## src/rtl/vending_machine_controller.sv

```systemverilog
// Vending machine sequencing controller: registered balance, inactivity timer
// and greedy change-return sequencer driving one-cycle dispense/return pulses.
module vending_machine_controller #(
   parameter int kNumCoins   = 3,
   parameter int kNumItems   = 4,
   parameter int kTotalBits  = 31,
   parameter int kWaitTime   = 100,
   parameter int COIN_VAL0   = 100,
   parameter int COIN_VAL1   = 500,
   parameter int COIN_VAL2   = 1000,
   parameter int ITEM_PRICE0 = 400,
   parameter int ITEM_PRICE1 = 500,
   parameter int ITEM_PRICE2 = 1000,
   parameter int ITEM_PRICE3 = 2000
) (
   input  logic                  clk,
   input  logic                  reset_n,
   input  logic [kNumCoins-1:0]  i_input_coin,
   input  logic [kNumItems-1:0]  i_select_item,
   input  logic                  i_trigger_return,
   output logic [kNumItems-1:0]  o_available_item,
   output logic [kNumItems-1:0]  o_output_item,
   output logic [kNumCoins-1:0]  o_return_coin,
   output logic [kTotalBits-1:0] o_current_total,
   output logic [1:0]            o_state,
   output logic                  o_busy
);
   localparam int kCntBits = $clog2(kWaitTime + 1);

   typedef logic [kTotalBits-1:0] bal_t;
   typedef logic [kTotalBits:0]   wide_t;
   typedef logic [kCntBits-1:0]   cnt_t;
   typedef enum logic [1:0] {
      S_IDLE   = 2'd0,
      S_ACTIVE = 2'd1,
      S_RETURN = 2'd2
   } state_t;

   localparam cnt_t kWaitLoad = cnt_t'(kWaitTime);

   function automatic bal_t coin_value(input int idx);
      case (idx)
         0:       coin_value = bal_t'(COIN_VAL0);
         1:       coin_value = bal_t'(COIN_VAL1);
         2:       coin_value = bal_t'(COIN_VAL2);
         default: coin_value = '0;
      endcase
   endfunction

   function automatic bal_t item_price(input int idx);
      case (idx)
         0:       item_price = bal_t'(ITEM_PRICE0);
         1:       item_price = bal_t'(ITEM_PRICE1);
         2:       item_price = bal_t'(ITEM_PRICE2);
         3:       item_price = bal_t'(ITEM_PRICE3);
         default: item_price = '0;
      endcase
   endfunction

   state_t                state_q, state_d;
   bal_t                  balance_q, balance_d;
   cnt_t                  wait_q, wait_d;
   logic [kNumItems-1:0]  item_q, item_d;
   logic [kNumCoins-1:0]  coin_q, coin_d;

   logic  coin_hit, sel_hit, coin_ok, can_buy;
   int    coin_idx, sel_idx, ret_idx;
   bal_t  coin_val, price, added, ret_val;
   wide_t sum;

   // Input decode: lowest set bit wins; sum carries one extra bit so an
   // overflowing coin can be detected and rejected.
   always_comb begin
      coin_hit = 1'b0;
      coin_idx = 0;
      for (int i = kNumCoins - 1; i >= 0; i--) begin
         if (i_input_coin[i]) begin
            coin_hit = 1'b1;
            coin_idx = i;
         end
      end
      sel_hit = 1'b0;
      sel_idx = 0;
      for (int i = kNumItems - 1; i >= 0; i--) begin
         if (i_select_item[i]) begin
            sel_hit = 1'b1;
            sel_idx = i;
         end
      end
      ret_idx = -1;
      for (int i = 0; i < kNumCoins; i++) begin
         if (coin_value(i) <= balance_q) ret_idx = i;
      end
      coin_val = coin_hit ? coin_value(coin_idx) : '0;
      price    = sel_hit ? item_price(sel_idx) : '0;
      ret_val  = coin_value(ret_idx);
      sum      = {1'b0, balance_q} + {1'b0, coin_val};
      coin_ok  = coin_hit && !sum[kTotalBits];
      added    = coin_ok ? sum[kTotalBits-1:0] : balance_q;
      can_buy  = sel_hit && (added >= price);
   end

   always_comb begin
      state_d   = state_q;
      balance_d = balance_q;
      wait_d    = wait_q;
      item_d    = '0;
      coin_d    = '0;
      unique case (state_q)
         S_IDLE: begin
            if (coin_ok) begin
               state_d   = S_ACTIVE;
               balance_d = added;
               wait_d    = kWaitLoad;
            end
         end
         S_ACTIVE: begin
            if (i_trigger_return) begin
               state_d   = S_RETURN;
               balance_d = added;
            end else if (can_buy) begin
               balance_d       = added - price;
               item_d[sel_idx] = 1'b1;
               wait_d          = kWaitLoad;
            end else begin
               balance_d = added;
               if (coin_ok) begin
                  wait_d = kWaitLoad;
               end else begin
                  if (wait_q != '0) wait_d = wait_q - cnt_t'(1);
                  if (wait_q == cnt_t'(1)) state_d = S_RETURN;
               end
            end
         end
         // One greedy coin per cycle; a remainder below the smallest coin is dropped.
         S_RETURN: begin
            wait_d = '0;
            if (ret_idx >= 0) begin
               balance_d       = balance_q - ret_val;
               coin_d[ret_idx] = 1'b1;
               if (balance_q == ret_val) state_d = S_IDLE;
            end else begin
               balance_d = '0;
               state_d   = S_IDLE;
            end
         end
         default: begin
            state_d   = S_IDLE;
            balance_d = '0;
            wait_d    = '0;
         end
      endcase
   end

   always_ff @(posedge clk or negedge reset_n) begin
      if (!reset_n) begin
         state_q   <= S_IDLE;
         balance_q <= '0;
         wait_q    <= '0;
         item_q    <= '0;
         coin_q    <= '0;
      end else begin
         state_q   <= state_d;
         balance_q <= balance_d;
         wait_q    <= wait_d;
         item_q    <= item_d;
         coin_q    <= coin_d;
      end
   end

   always_comb begin
      o_available_item = '0;
      for (int k = 0; k < kNumItems; k++) begin
         o_available_item[k] = (balance_q >= item_price(k));
      end
   end

   assign o_output_item   = item_q;
   assign o_return_coin   = coin_q;
   assign o_current_total = balance_q;
   assign o_state         = state_q;
   assign o_busy          = (state_q == S_RETURN);

endmodule

```

## config.mk

```make
export PLATFORM = sky130hd
export DESIGN_NAME = vending_machine_controller
export DESIGN_NICKNAME = d
export VERILOG_FILES = /design/src/rtl/vending_machine_controller.sv
export SDC_FILE = /design/constraint.sdc
export NUM_CORES = 1
export LEC_CHECK = 0
export ABC_CLOCK_PERIOD_IN_PS = 4900
export CORE_MARGIN = 2
export CORE_UTILIZATION = 46
export CTS_BUF_LIST = sky130_fd_sc_hd__clkbuf_4 sky130_fd_sc_hd__clkbuf_8 sky130_fd_sc_hd__clkbuf_16
export DETAILED_ROUTE_END_ITERATION = 7
export PLACE_DENSITY = 0.7
export SLEW_MARGIN = 20
export SYNTH_ARGS = -nofsm -noshare
export SYNTH_HDL_FRONTEND = slang
export SYNTH_SLANG_ARGS = --single-unit
```

## constraint.sdc

```tcl
create_clock -name clk -period 4.9 [get_ports clk]
set_clock_uncertainty 0.05 [all_clocks]
set_input_delay 0.98 -clock clk [delete_from_list [all_inputs] [get_ports clk]]
set_output_delay 0.98 -clock clk [all_outputs]
set_load 0.1 [all_outputs]
```

# Word level (Yosys, flattened, before mapping)
# Cells that the tools add are included.
[word_totals] input_bits=10 elab_cells=103 output_inout_bits=45 ff_bits=47
[op_classes] eq_ne=18 mux=51 add_sub_neg=4 n_reduce_logical=12 order_cmp=13
[op_table] operator="$mux W32" count=7
[op_table] operator="$mux W31" count=7
[op_table] operator="$eq A32 B2 Y1 const B" count=4
[op_table] operator="$eq A32 B1 Y1 const B" count=3
[op_table] operator="$ge A32 B1 Y1 const B" count=3
[op_table] operator="$logic_not A32 Y1" count=3
[op_table] operator="$pmux W31 S3" count=1
[op_table] operator="$lt A32 B4 Y1 const B" count=2
[op_table] operator="$ge A31 B9 Y1 const B" count=2
[op_table] operator="$sub A31 B31 Y31" count=2
[op_table] operator="$pmux W10 S3" count=2
[op_table] operator="$pmux W11 S4" count=1
[op_table] operator="$mux W7" count=5
[op_table] operator="$add A31 B31 Y32" count=1
[op_table] operator="$eq A31 B31 Y1" count=1
[op_table] operator="$ge A31 B10 Y1 const B" count=1
[op_table] operator="$ge A31 B11 Y1 const B" count=1
[op_table] operator="$ge A31 B31 Y1" count=1
[op_table] operator="$le A10 B31 Y1 const A" count=1
[op_table] operator="$le A7 B31 Y1 const A" count=1
[op_table] operator="$le A9 B31 Y1 const A" count=1
[op_table] operator="$mux W2" count=10
[op_table] operator="$pmux W7 S2" count=1
[op_table] operator="$mux W4" count=3
[op_table] operator="18 further kinds" count=34

# Logic depth before layout (Yosys ltp)
[logic_depth] word_depth=15 depth_mapped=24 ltp_nobuf=23

# Least setup slack after synthesis
# No wires, ideal clock.
[synth_timing] path_type="register to register" startpoint="register balance_q[12] (netlist: o_current_total[12])" endpoint="register balance_q[30] (netlist: o_current_total[30])" stages_incl_launch_ff=18 setup_time_ns=0.121 path_buffers=1 setup_slack_ns=-1.760 t_required_ns=4.729 synth_period_minus_slack_ns=6.660 arrival_time_ns=6.489 cell_sequence="dfrtp_1 > buf_2 > nor3_1 > nand2b_1 > o31ai_1 > nand2_1 > ha_1 > a21o_1 > a21oi_1 > o21bai_1 > a21oi_1 > o21bai_1 > a21oi_1 > nand3_1 > nor2_1 > nand3_1 > xnor2_1 > a22o_1"
[synth_between] elab_chain_cells=9 word_cells_on_any_way=25 cone_classes="add/sub (3); order compare (5); eq/ne (3); mux (10); reduce/logical (4)"
[synth_rtl] element="start, declared" line_no="61" rtl="bal_t balance_q, balance_d;"
[synth_rtl] element="start signal, assigned" line_no="164" rtl="balance_q <= balance_d;"
[synth_rtl] element="$le A7 B31 Y1 / $add A31 B31 Y32 (equally long branches)" line_no="92, 97"
[synth_rtl] element="$mux W32 / $logic_not A1 Y1 (equally long branches)" line_no="92, 98"
[synth_rtl] element="$mux W32 / $logic_and A1 B1 Y1 (equally long branches)" line_no="92, 98"
[synth_rtl] element="$mux W32 / $mux W31 (equally long branches)" line_no="92, 99"
[synth_rtl] element="$eq A32 B2 Y1, or another cell as far along" line_no="42" rtl="case (idx)"
[synth_rtl] element="$pmux W10 S3 / $logic_and A1 B1 Y1 (equally long branches)" line_no="42, 100"
[synth_rtl] element="$sub A31 B31 Y31 / $mux W31 (equally long branches)" line_no="139, 121"
[synth_rtl] element="$mux W31, on equally long branches" line_no="138, 118"
[synth_rtl] element="$pmux W31 S3" line_no="109" rtl="unique case (state_q)"
# Several ways; a longest one is shown, not always the timed one. The select of a mux whose other input is x is not followed.
# A chain may end at the register's enable or synchronous reset.

# Worst setup path in the final report
[layout_timing] startpoint="input i_input_coin[1]" endpoint="register balance_q[22] (netlist: o_current_total[22])"
[layout_between] elab_chain_cells=14 word_cells_on_any_way=21 cone_classes="add/sub (2); order compare (1); eq/ne (3); mux (11); reduce/logical (4)"
[layout_rtl] element="start, declared" line_no="18" rtl="input logic [kNumCoins-1:0] i_input_coin,"
[layout_rtl] element="$mux W2" line_no="77" rtl="if (i_input_coin[i]) begin"
[layout_rtl] element="$mux W32" line_no="77"
[layout_rtl] element="$eq A32 B2 Y1, or another cell as far along" line_no="42"
[layout_rtl] element="$pmux W10 S3" line_no="42"
[layout_rtl] element="$mux W31" line_no="94" rtl="coin_val = coin_hit ? coin_value(coin_idx) : '0;"
[layout_rtl] element="$add A31 B31 Y32" line_no="97" rtl="sum = {1'b0, balance_q} + {1'b0, coin_val};"
[layout_rtl] element="$logic_not A1 Y1" line_no="98" rtl="coin_ok = coin_hit && !sum[kTotalBits];"
[layout_rtl] element="$logic_and A1 B1 Y1" line_no="98"
[layout_rtl] element="$mux W31" line_no="99" rtl="added = coin_ok ? sum[kTotalBits-1:0] : balance_q;"
[layout_rtl] element="$ge A31 B31 Y1" line_no="100" rtl="can_buy = sel_hit && (added >= price);"
[layout_rtl] element="$logic_and A1 B1 Y1" line_no="100"
[layout_rtl] element="$mux W31" line_no="121" rtl="end else if (can_buy) begin"
[layout_rtl] element="$mux W31" line_no="118" rtl="if (i_trigger_return) begin"
[layout_rtl] element="$pmux W31 S3" line_no="109"
# Several ways; a longest one is shown, not always the timed one. The select of a mux whose other input is x is not followed.

==> flow_metrics.env <==
export IMPL_power_density_nw_per_um2=770
export IMPL_ys_warn_count=0
export IMPL_netlist_area_um2=5100
export IMPL_worstPathRequired_ns=5.04
export IMPL_dp_hpwl_mm=14.0
export IMPL_leakage_uw=0.00314
export IMPL_instances_no_fill=982
export IMPL_drive_gt1_frac=0.369
export IMPL_cts_buffers=5
export IMPL_hold_viol=0
export IMPL_die_area_um2=12000
export IMPL_max_stage_delay_ns=0.37
export IMPL_grt_first_pass_wirelength_mm=29.8
export IMPL_core_um2=10800
export IMPL_worstSetupStartpointType="primary input"
export IMPL_cp_max_fo=5
export IMPL_comb_power_share=0.837
export IMPL_vdd_drop_max_v=0.000683
export IMPL_die_h_um=109
export IMPL_setup_viol=42
export IMPL_power_frac_clock=0.045
export IMPL_violations="setup timing"
export IMPL_wl_mm=20.0
export IMPL_tightest_slew_ns=0.990
export IMPL_postSynthAreaPerCell_um2=7.92
export IMPL_synth_edf_count=0
export IMPL_start_util=0.471
export IMPL_area_growth_pct=50.3
export IMPL_fillers=817
export IMPL_boundaryPins=55
export IMPL_cpMostUsedCell="buf_4"
export IMPL_slew_viol_final=0
export IMPL_grt_ovfl_total=0
export IMPL_multi_input_area_um2=4260
export IMPL_wire_per_inst_um=20.3
export IMPL_clk_latency_ns=0.33
export IMPL_hold_path_class="reg2reg"
export IMPL_rows=38
export IMPL_path_clk_slew_ns=0.11
export IMPL_grt_pass1_vias=5827
export IMPL_cts_path_max_buffers=2
export IMPL_synth_seq_cells=45
export IMPL_endpoint_kind="register"
export IMPL_slew_headroom=0.338
export IMPL_fin_crit_ns=5.30
export IMPL_p_sw_uw=3300
export IMPL_die_w_um=109
export IMPL_clock_sinks=45
export IMPL_cts_tree="built"
export IMPL_vias=6065
export IMPL_synthCells=644
export IMPL_io_buffers=52
export IMPL_layout_setup_ws_ns=-0.405
export IMPL_internal_power_uw=2610
export IMPL_async_reset_ff_frac=1.00
export IMPL_grtUsageTotal=0.323
export IMPL_place_congestion=0.963
export IMPL_grt_setup_unrepaired="yes"
export IMPL_antenna_found_initial=0
export IMPL_ant_nets=0
export IMPL_diodes=0
export IMPL_switching_share=0.558
export IMPL_layout_nets=882
export IMPL_seqCellArea_um2=1140
export IMPL_crit_path_top_delay_cell="or3_4"
export IMPL_synthFlopType="dfrtp_1"
export IMPL_drt_pass1_iter_count=5
export IMPL_fmax_ghz=0.189
export IMPL_power_uw=5910
export IMPL_drt_iter0_markers=605
export IMPL_h_tree_depth=2
export IMPL_yosysSeqAreaShare=0.221
export IMPL_worstPathArrival_ns=5.44
export IMPL_viasPerCell=6.18
export IMPL_dpl_cell_count=933
export IMPL_grt_max_degree=46
export IMPL_p_seq_frac=0.118
export IMPL_r2r_slack_ns=-0.03
export IMPL_tns_ns=-8.72
export IMPL_run_status="finished with violations"
export IMPL_fin_crit_sh=1.08
export IMPL_max_cap_violations=0
export IMPL_ys_types=82
export IMPL_remaining_drc_errors=0
export IMPL_crit_type="in2reg"
export IMPL_cts_root_buf="clkbuf_8"
-- state kept, by name, summed over array words and instances (netlist names) --
register,cells
o_output_item,4
o_state,2
o_return_coin,3
o_current_total,29
wait_q,7
-- repair_timing --
| action | in CTS | in global routing |
|---|---|---|
| setup endpoints to repair | 42 | 42 |
| resized for setup | 38 | 57 |
| hold buffers | 0 | 0 |
| buffers inserted | 23 | 20 |
| cloned | 0 | 0 |
| pin swaps | 30 | 43 |
| hold endpoints to repair | 0 | 0 |
-- layout by cell type, fill, tap and decap left out, drive strengths merged, types with 15 or more instances in the layout --
master and count:
clkdlybuf4s50 44, nor4 15, o22ai 23, nor2 54, buf 184, nand3 22, xor2 30, dfrtp 45
nand2 47, o21ai 28, inv 28, xnor2 44, ha 28, nand4 20, a21oi 32, nor3 32
-- through the flow --
step | worst slack (ns) | hold WS, ns | util | instance area (µm²)
3_3_place_gp | -0.884 | 0.481 | 0.634 | 6870
3_5_place_dp | -1.02 | 0.501 | 0.634 | 6870
5_1_grt | -0.518 | 0.564 | 0.707 | 7670
4_1_cts | -0.100 | 0.526 | 0.667 | 7230
6_report | -0.405 | 0.532 | 0.707 | 7670
2_1_floorplan | -0.408 | 0.450 | - | 5400
-- layout make-up --
cell class | count | area share
Clock buffer | 5 | 0.00897
Clock inverter | 3 | 0.00277
Inverter | 28 | 0.0142
Multi-Input combinational cell | 533 | 0.556
Sequential cell | 45 | 0.148
Tap cell | 140 | 0.0228
Timing Repair Buffer | 228 | 0.247
-- worst max-delay path, delay by kind of cell --
kind / cells / cell delay [ns]
compound gates: 10 / 1.84
fa+ha+maj: 2 / 0.54
xor+xnor: 1 / 0.13
mux: 1 / 0.20
buf+inv: 7 / 0.99
simple gates: 4 / 0.77
-- layer usage --
metal  share of wire  track usage  vias to the layer above
met3           0.096       0.0616                       57
li1                -            -                     2733
met4           0.034        0.118                        0
met1            0.40        0.423                     2918
met2            0.47        0.531                      357
met5               0            0                        -
-- Yosys cell counts, types with 6 or more instances --
master / instances / area (µm²)
or3_1: 10 / 62.6
ha_1: 28 / 350
and2_1: 8 / 50.1
nand3_1: 22 / 110
nand4_1: 19 / 119
or2_2: 8 / 50.1
nor4_1: 13 / 81.3
inv_1: 28 / 105
xor2_1: 30 / 263
o21ai_0: 25 / 125
and3_1: 8 / 50.1
nor3_1: 29 / 145
clkbuf_1: 23 / 86.3
xnor2_1: 44 / 385
o22ai_1: 22 / 138
nand2_1: 47 / 176
nand2b_1: 7 / 43.8
buf_2: 6 / 30.0
dfrtp_1: 45 / 1130
a21o_1: 10 / 75.1
a21oi_1: 31 / 155
nor2b_1: 9 / 56.3
o211ai_1: 6 / 45.0
mux2i_1: 9 / 90.1
nor2_1: 53 / 199
-- path summary, 6_finish.rpt --
| kind | from | to | depth (start not counted) |
|---|---|---|---|
| setup / recovery | i_input_coin[1] | o_current_total[22] | 25 |
| hold / removal | wait_q[1] | wait_q[1] | 1 |
| setup reg to reg | o_current_total[19] | o_current_total[19] | 18 |
| min in group asynchronous | reset_n | o_current_total[16] | 2 |
| max in group asynchronous | reset_n | o_current_total[19] | 2 |
| hold reg to reg | wait_q[1] | wait_q[1] | 1 |
-- cells by family after synthesis --
| family | synth area share |
|---|---|
| flops | 0.221 |
| other cells | 0.000735 |
| compound gates | 0.215 |
| simple gates | 0.271 |
| buf+inv | 0.0581 |
| mux | 0.0272 |
| fa+ha+maj | 0.0804 |
| xor+xnor | 0.127 |
-- power by group through the flow --
stage	registers [µW]	logic (µW)	clock network (µW)
5_1_grt	709	5180	286
2_1_floorplan	1430	2120	0
3_5_place_dp	684	4210	0
3_3_place_gp	676	4150	0
6_report	695	4940	268
4_1_cts	679	4420	270
Note: power is estimated with default switching activity, not from simulation.
==> variant 1: new RTL, same flow settings <==
Change the parameter `kTotalBits` from 31 to 39.
--- a/src/rtl/vending_machine_controller.sv
+++ b/src/rtl/vending_machine_controller.sv
@@ -5,3 +5,3 @@
    parameter int kNumItems   = 4,
-   parameter int kTotalBits  = 31,
+   parameter int kTotalBits  = 39,
    parameter int kWaitTime   = 100,
Ports: changed (resized o_current_total); port bits go from 55 to 63. The function was not compared with the original's and may differ.
==> variant 1 against the original RTL <==
The flow still finishes with violations (setup timing); wire length increased by 39%; total power increased by 33%; design area increased by 35%; synthesized area increased by 21%; first-iteration DRC count increased by 42%; sequential cell count increased by 8; non-clock buffer count increased by 134; critical path depth unchanged; setup slack got worse by 17 ps; clock power increased by 49%; critical endpoint is now o_current_total[38]; global-route usage increased by 4.6 points.
==> variant 1: results <==
set metrics [dict create \
    setup_tns_ps -14970 \
    cp_max_fo 6 \
    setup_viol 50 \
    synth_mux_area_frac 0.0254 \
    critical_path.reg2reg.startpoint "o_current_total[26]" \
    wl_per_cell_um 21.3 \
    p_leak_nw 4.45 \
    yosys-top-cells-count "nor2_1, nand2_1, dfrtp_1" \
    cts-root-buf "clkbuf_16" \
    grtUsageTotal 0.370 \
    hold_class "reg -> reg" \
    worstHoldStart "wait_q[3]" \
    wl_met2_mm 12.9 \
    violations "setup timing" \
    setup.worst_path.class "reg -> reg" \
    r2r_end "o_current_total[38]" \
    clk_pin_slew_ps 90 \
    slowest_stage "or4_4" \
    synth_cell_types 93 \
    cpPeakStageDelay_ps 510 \
    layout-drive-gt1-share 0.452 \
    globalplace.congestion 1.06 \
    dp_cells 1199 \
    met1_length_mm 10.7 \
    wl_met3_mm 2.31 \
    synthAdderAreaFrac 0.0748 \
    fin_ws_ps -422 \
    postSynthCellCount 798 \
    ir_drop_mv 0.552 \
    io_buffer_count 60 \
    whs_endpoint "wait_q[3]" \
    r2r_cells 25 \
    grt_max_degree 55 \
    hpwlAfterDp_mm 18.3 \
    first_pass_iters 6 \
    synthTopCellsByArea "dfrtp_1, xnor2_1, ha_1" \
    grt_pass1_wl_mm 41.9 \
    vias_per_cell 6.22 \
    drt-initial-drc-count 860 \
    ys_seq_area_frac 0.215 \
    status "finished, violations left" \
    synth-compound-area-share 0.226 \
    grt.met3_usage 0.0694 \
    relSlewSlack 0.336 \
    grt_pass1_vias 7997 \
    whs_path_depth 2 \
    grtUsageMet2 0.599 \
    cp.arrival_ps 5470 \
    routed_wl_mm 27.7 \
]
variant 1: cell types whose count changed in the layout (fill, tap and decap cells not counted), moves of 7 or more:
cell | unedited run | this run
clkdlybuf4s50_1 | 44 | 51
xor2_1 | 28 | 19
dfrtp_1 | 40 | 49
or3_1 | 5 | 14
buf_6 | 12 | 30
buf_4 | 166 | 274
nand2_2 | 0 | 10
o21ai_2 | 1 | 13
nor2_2 | 3 | 11
nor2_1 | 45 | 72
and3_1 | 7 | 15
nor3_4 | 8 | 1
variant 1: metrics by stage:
step	setup WS [ps]	cell area (µm²)	hold WS, ps
3_3_place_gp	-1080	8540	478
5_1_grt	-659	10300	537
2_1_floorplan	-633	6380	449
4_1_cts	-311	9940	520
6_report	-422	10300	520
3_5_place_dp	-1200	8540	498
variant 1: timing repair:
item                                    in CTS  in global routing
endpoints found under the setup margin      50                 50
gates cloned                                 2                  0
buffers inserted                            77                 22
resized for setup                          163                 62
hold buffers                                 0                  0
pin swaps                                   94                 86
variant 1: layout make-up:
cell class | instances | area, µm²
multi-input combinational | 669 | 5490
timing repair buffer | 362 | 3020
fill | 857 | 2790
sequential | 53 | 1340
tap | 176 | 220
clock buffer | 6 | 133
inverter | 33 | 129
clock inverter | 2 | 15.0
variant 1: worst max-delay path, delay by kind of cell (launching register included):
kind	cells	cell delay (ps)
AND/OR/NAND/NOR	12	2500
adder cells (fa/ha/maj)	1	390
flip-flops	1	480
buffers and inverters	5	680
XOR/XNOR	1	150
AO/OA/AOI/OAI	6	940
variant 1: report_power, final:
group          internal, W  switching, W  leakage, nW
sequential        0.000600      0.000163        0.684
combinational      0.00277       0.00391         3.70
clock             0.000197      0.000201       0.0665
total              0.00357       0.00427         4.45
==> variant 2: new RTL, same settings <==
Made on the original files. Add an input register stage for `i_input_coin`, `i_select_item` and `i_trigger_return`; this delays them by one clock.
--- a/src/rtl/vending_machine_controller.sv
+++ b/src/rtl/vending_machine_controller.sv
@@ -40,2 +40,12 @@
 
+   logic [kNumCoins-1:0] i_input_coin_q;
+   logic [kNumItems-1:0] i_select_item_q;
+   logic i_trigger_return_q;
+
+   always_ff @(posedge clk) begin
+      i_input_coin_q     <= i_input_coin;
+      i_select_item_q    <= i_select_item;
+      i_trigger_return_q <= i_trigger_return;
+   end
+
    function automatic bal_t coin_value(input int idx);
@@ -76,3 +86,3 @@
       for (int i = kNumCoins - 1; i >= 0; i--) begin
-         if (i_input_coin[i]) begin
+         if (i_input_coin_q[i]) begin
             coin_hit = 1'b1;
@@ -84,3 +94,3 @@
       for (int i = kNumItems - 1; i >= 0; i--) begin
-         if (i_select_item[i]) begin
+         if (i_select_item_q[i]) begin
             sel_hit = 1'b1;
@@ -117,3 +127,3 @@
          S_ACTIVE: begin
-            if (i_trigger_return) begin
+            if (i_trigger_return_q) begin
                state_d   = S_RETURN;
Function: changed (a bounded check fails within 4 cycles, from zero or initial values and one cycle with reset_n low).
==> variant 2 against the original RTL <==
The flow still finishes with violations (setup timing); via count increased by 4.6%; sequential cell count increased by 8; global-route usage is 3.0 points lower; wire length up 2.6%; total power increased by 7.0%; die area is 3.9% higher; core utilization is 0.60 points lower; synthesized area up 4.1%; setup slack worse by 110 ps; design area is 3.5% higher; sequential power up 4.7%; critical path type is now reg -> reg; critical endpoint is now o_current_total[26].
==> variant 2: results <==
set metrics [dict create \
    status "finished, violations left" \
    violations "setup timing" \
    first_pass_iters 8 \
    avgSynthCellArea_um2 8.01 \
    slowest_stage "or4_4" \
    vias_per_cell 6.38 \
    cp.arrival_ps 5530 \
    layout-drive-gt1-share 0.373 \
    synth-async-reset-ratio 0.849 \
    synthTopCellsByArea "dfrtp_1, xnor2_1, ha_1" \
    critical_path.reg2reg.startpoint "o_current_total[23]" \
    grt_pass1_wl_mm 29.5 \
    r2r_end "o_current_total[26]" \
    grtUsageMet2 0.493 \
    finalNonFillerCells 995 \
    globalplace.congestion 1.02 \
    yosys-top-cells-count "nor2_1, nand2_1, dfrtp_1" \
    cpPeakStageDelay_ps 550 \
    p_leak_nw 3.25 \
    grt_pass1_vias 5938 \
    ys_seq_area_frac 0.242 \
    ir_drop_mv 0.590 \
    place_ws_ps -486 \
    clock_latency_ps 300 \
    setup_viol 21 \
    worst_pin_slew_ps 1000 \
    setup.worst_path.class "reg -> reg" \
    drt-initial-drc-count 739 \
    clk_pin_slew_ps 80 \
    fin_ws_ps -516 \
    place_area_um2 6920 \
    grtUsageTotal 0.293 \
    cts-root-buf "clkbuf_16" \
    met1_usage 0.372 \
]
-- variant 2: cell type report --
cell class / count / area [µm²]
clock buffers: 6 / 139
clock inverters: 2 / 13.8
fillers: 822 / 3380
inverters: 35 / 138
multi-input cells: 535 / 4320
flip-flops and latches: 53 / 1320
well taps: 143 / 179
repair buffers: 221 / 1830
-- variant 2: what timing repair did --
action | in CTS | in global routing
cloned | 2 | 0
setup buffers | 5 | 31
pin swaps | 15 | 45
hold endpoints to repair | 0 | 0
resized for setup | 33 | 88
endpoints found under the setup margin | 42 | 42
-- variant 2: per-layer routing --
layer | vias to the layer above | routed length (µm) | part of all wire
li1 | 2803 | - | -
met1 | 3084 | 8080 | 0.39
met2 | 372 | 10000 | 0.49
met3 | 85 | 1440 | 0.070
met4 | 0 | 906 | 0.044
met5 | - | 0 | 0
-- variant 2: per-stage QoR --
stage / hold WS (ps) / utilization / total power [W] / setup TNS [ps]
3_5_place_dp: 491 / 0.611 / 0.00511 / -13860
6_report: 528 / 0.701 / 0.00632 / -5350
4_1_cts: 513 / 0.643 / 0.00569 / -2840
5_1_grt: 538 / 0.701 / 0.00661 / -8640
3_3_place_gp: 487 / 0.611 / 0.00503 / -6560
2_1_floorplan: 455 / - / 0.00362 / -13090
-- variant 2: how the worst min path moves through the flow --
stage	startpoint	endpoint	slack, ps
final	wait_q[5]	wait_q[5]	530
after global routing	wait_q[6]	wait_q[6]	540
after CTS	wait_q[5]	wait_q[5]	510
after detailed placement	wait_q[5]	wait_q[5]	490
after global placement	wait_q[5]	wait_q[5]	490
after floorplan	wait_q[5]	wait_q[5]	450
-- variant 2: worst max-delay path: cells and delay by family, from the launching register on --
kind,cells,cell delay (ps)
adder cells (fa/ha/maj),2,490
XOR/XNOR,1,140
flip-flops,1,470
AND/OR/NAND/NOR,9,2720
AO/OA/AOI/OAI,7,1200
buffers and inverters,2,190
-- variant 2: cell families after synthesis --
kind of cell | Yosys count | synth area share
and+or+nand+nor | 260 | 0.265
AOI/OAI and AO/OA | 168 | 0.228
buffers and inverters | 78 | 0.0648
xor gates and xnor gates | 61 | 0.101
DFF | 53 | 0.242
adders and majority gates | 31 | 0.0773
muxes | 11 | 0.0221
other | 1 | 0.000706
-- variant 2: power by group --
part	switching (W)	internal (W)	leakage (nW)
clock network	0.000175	0.000204	0.0768
registers	0.000146	0.000582	0.623
logic	0.00313	0.00208	2.55
total	0.00345	0.00287	3.25
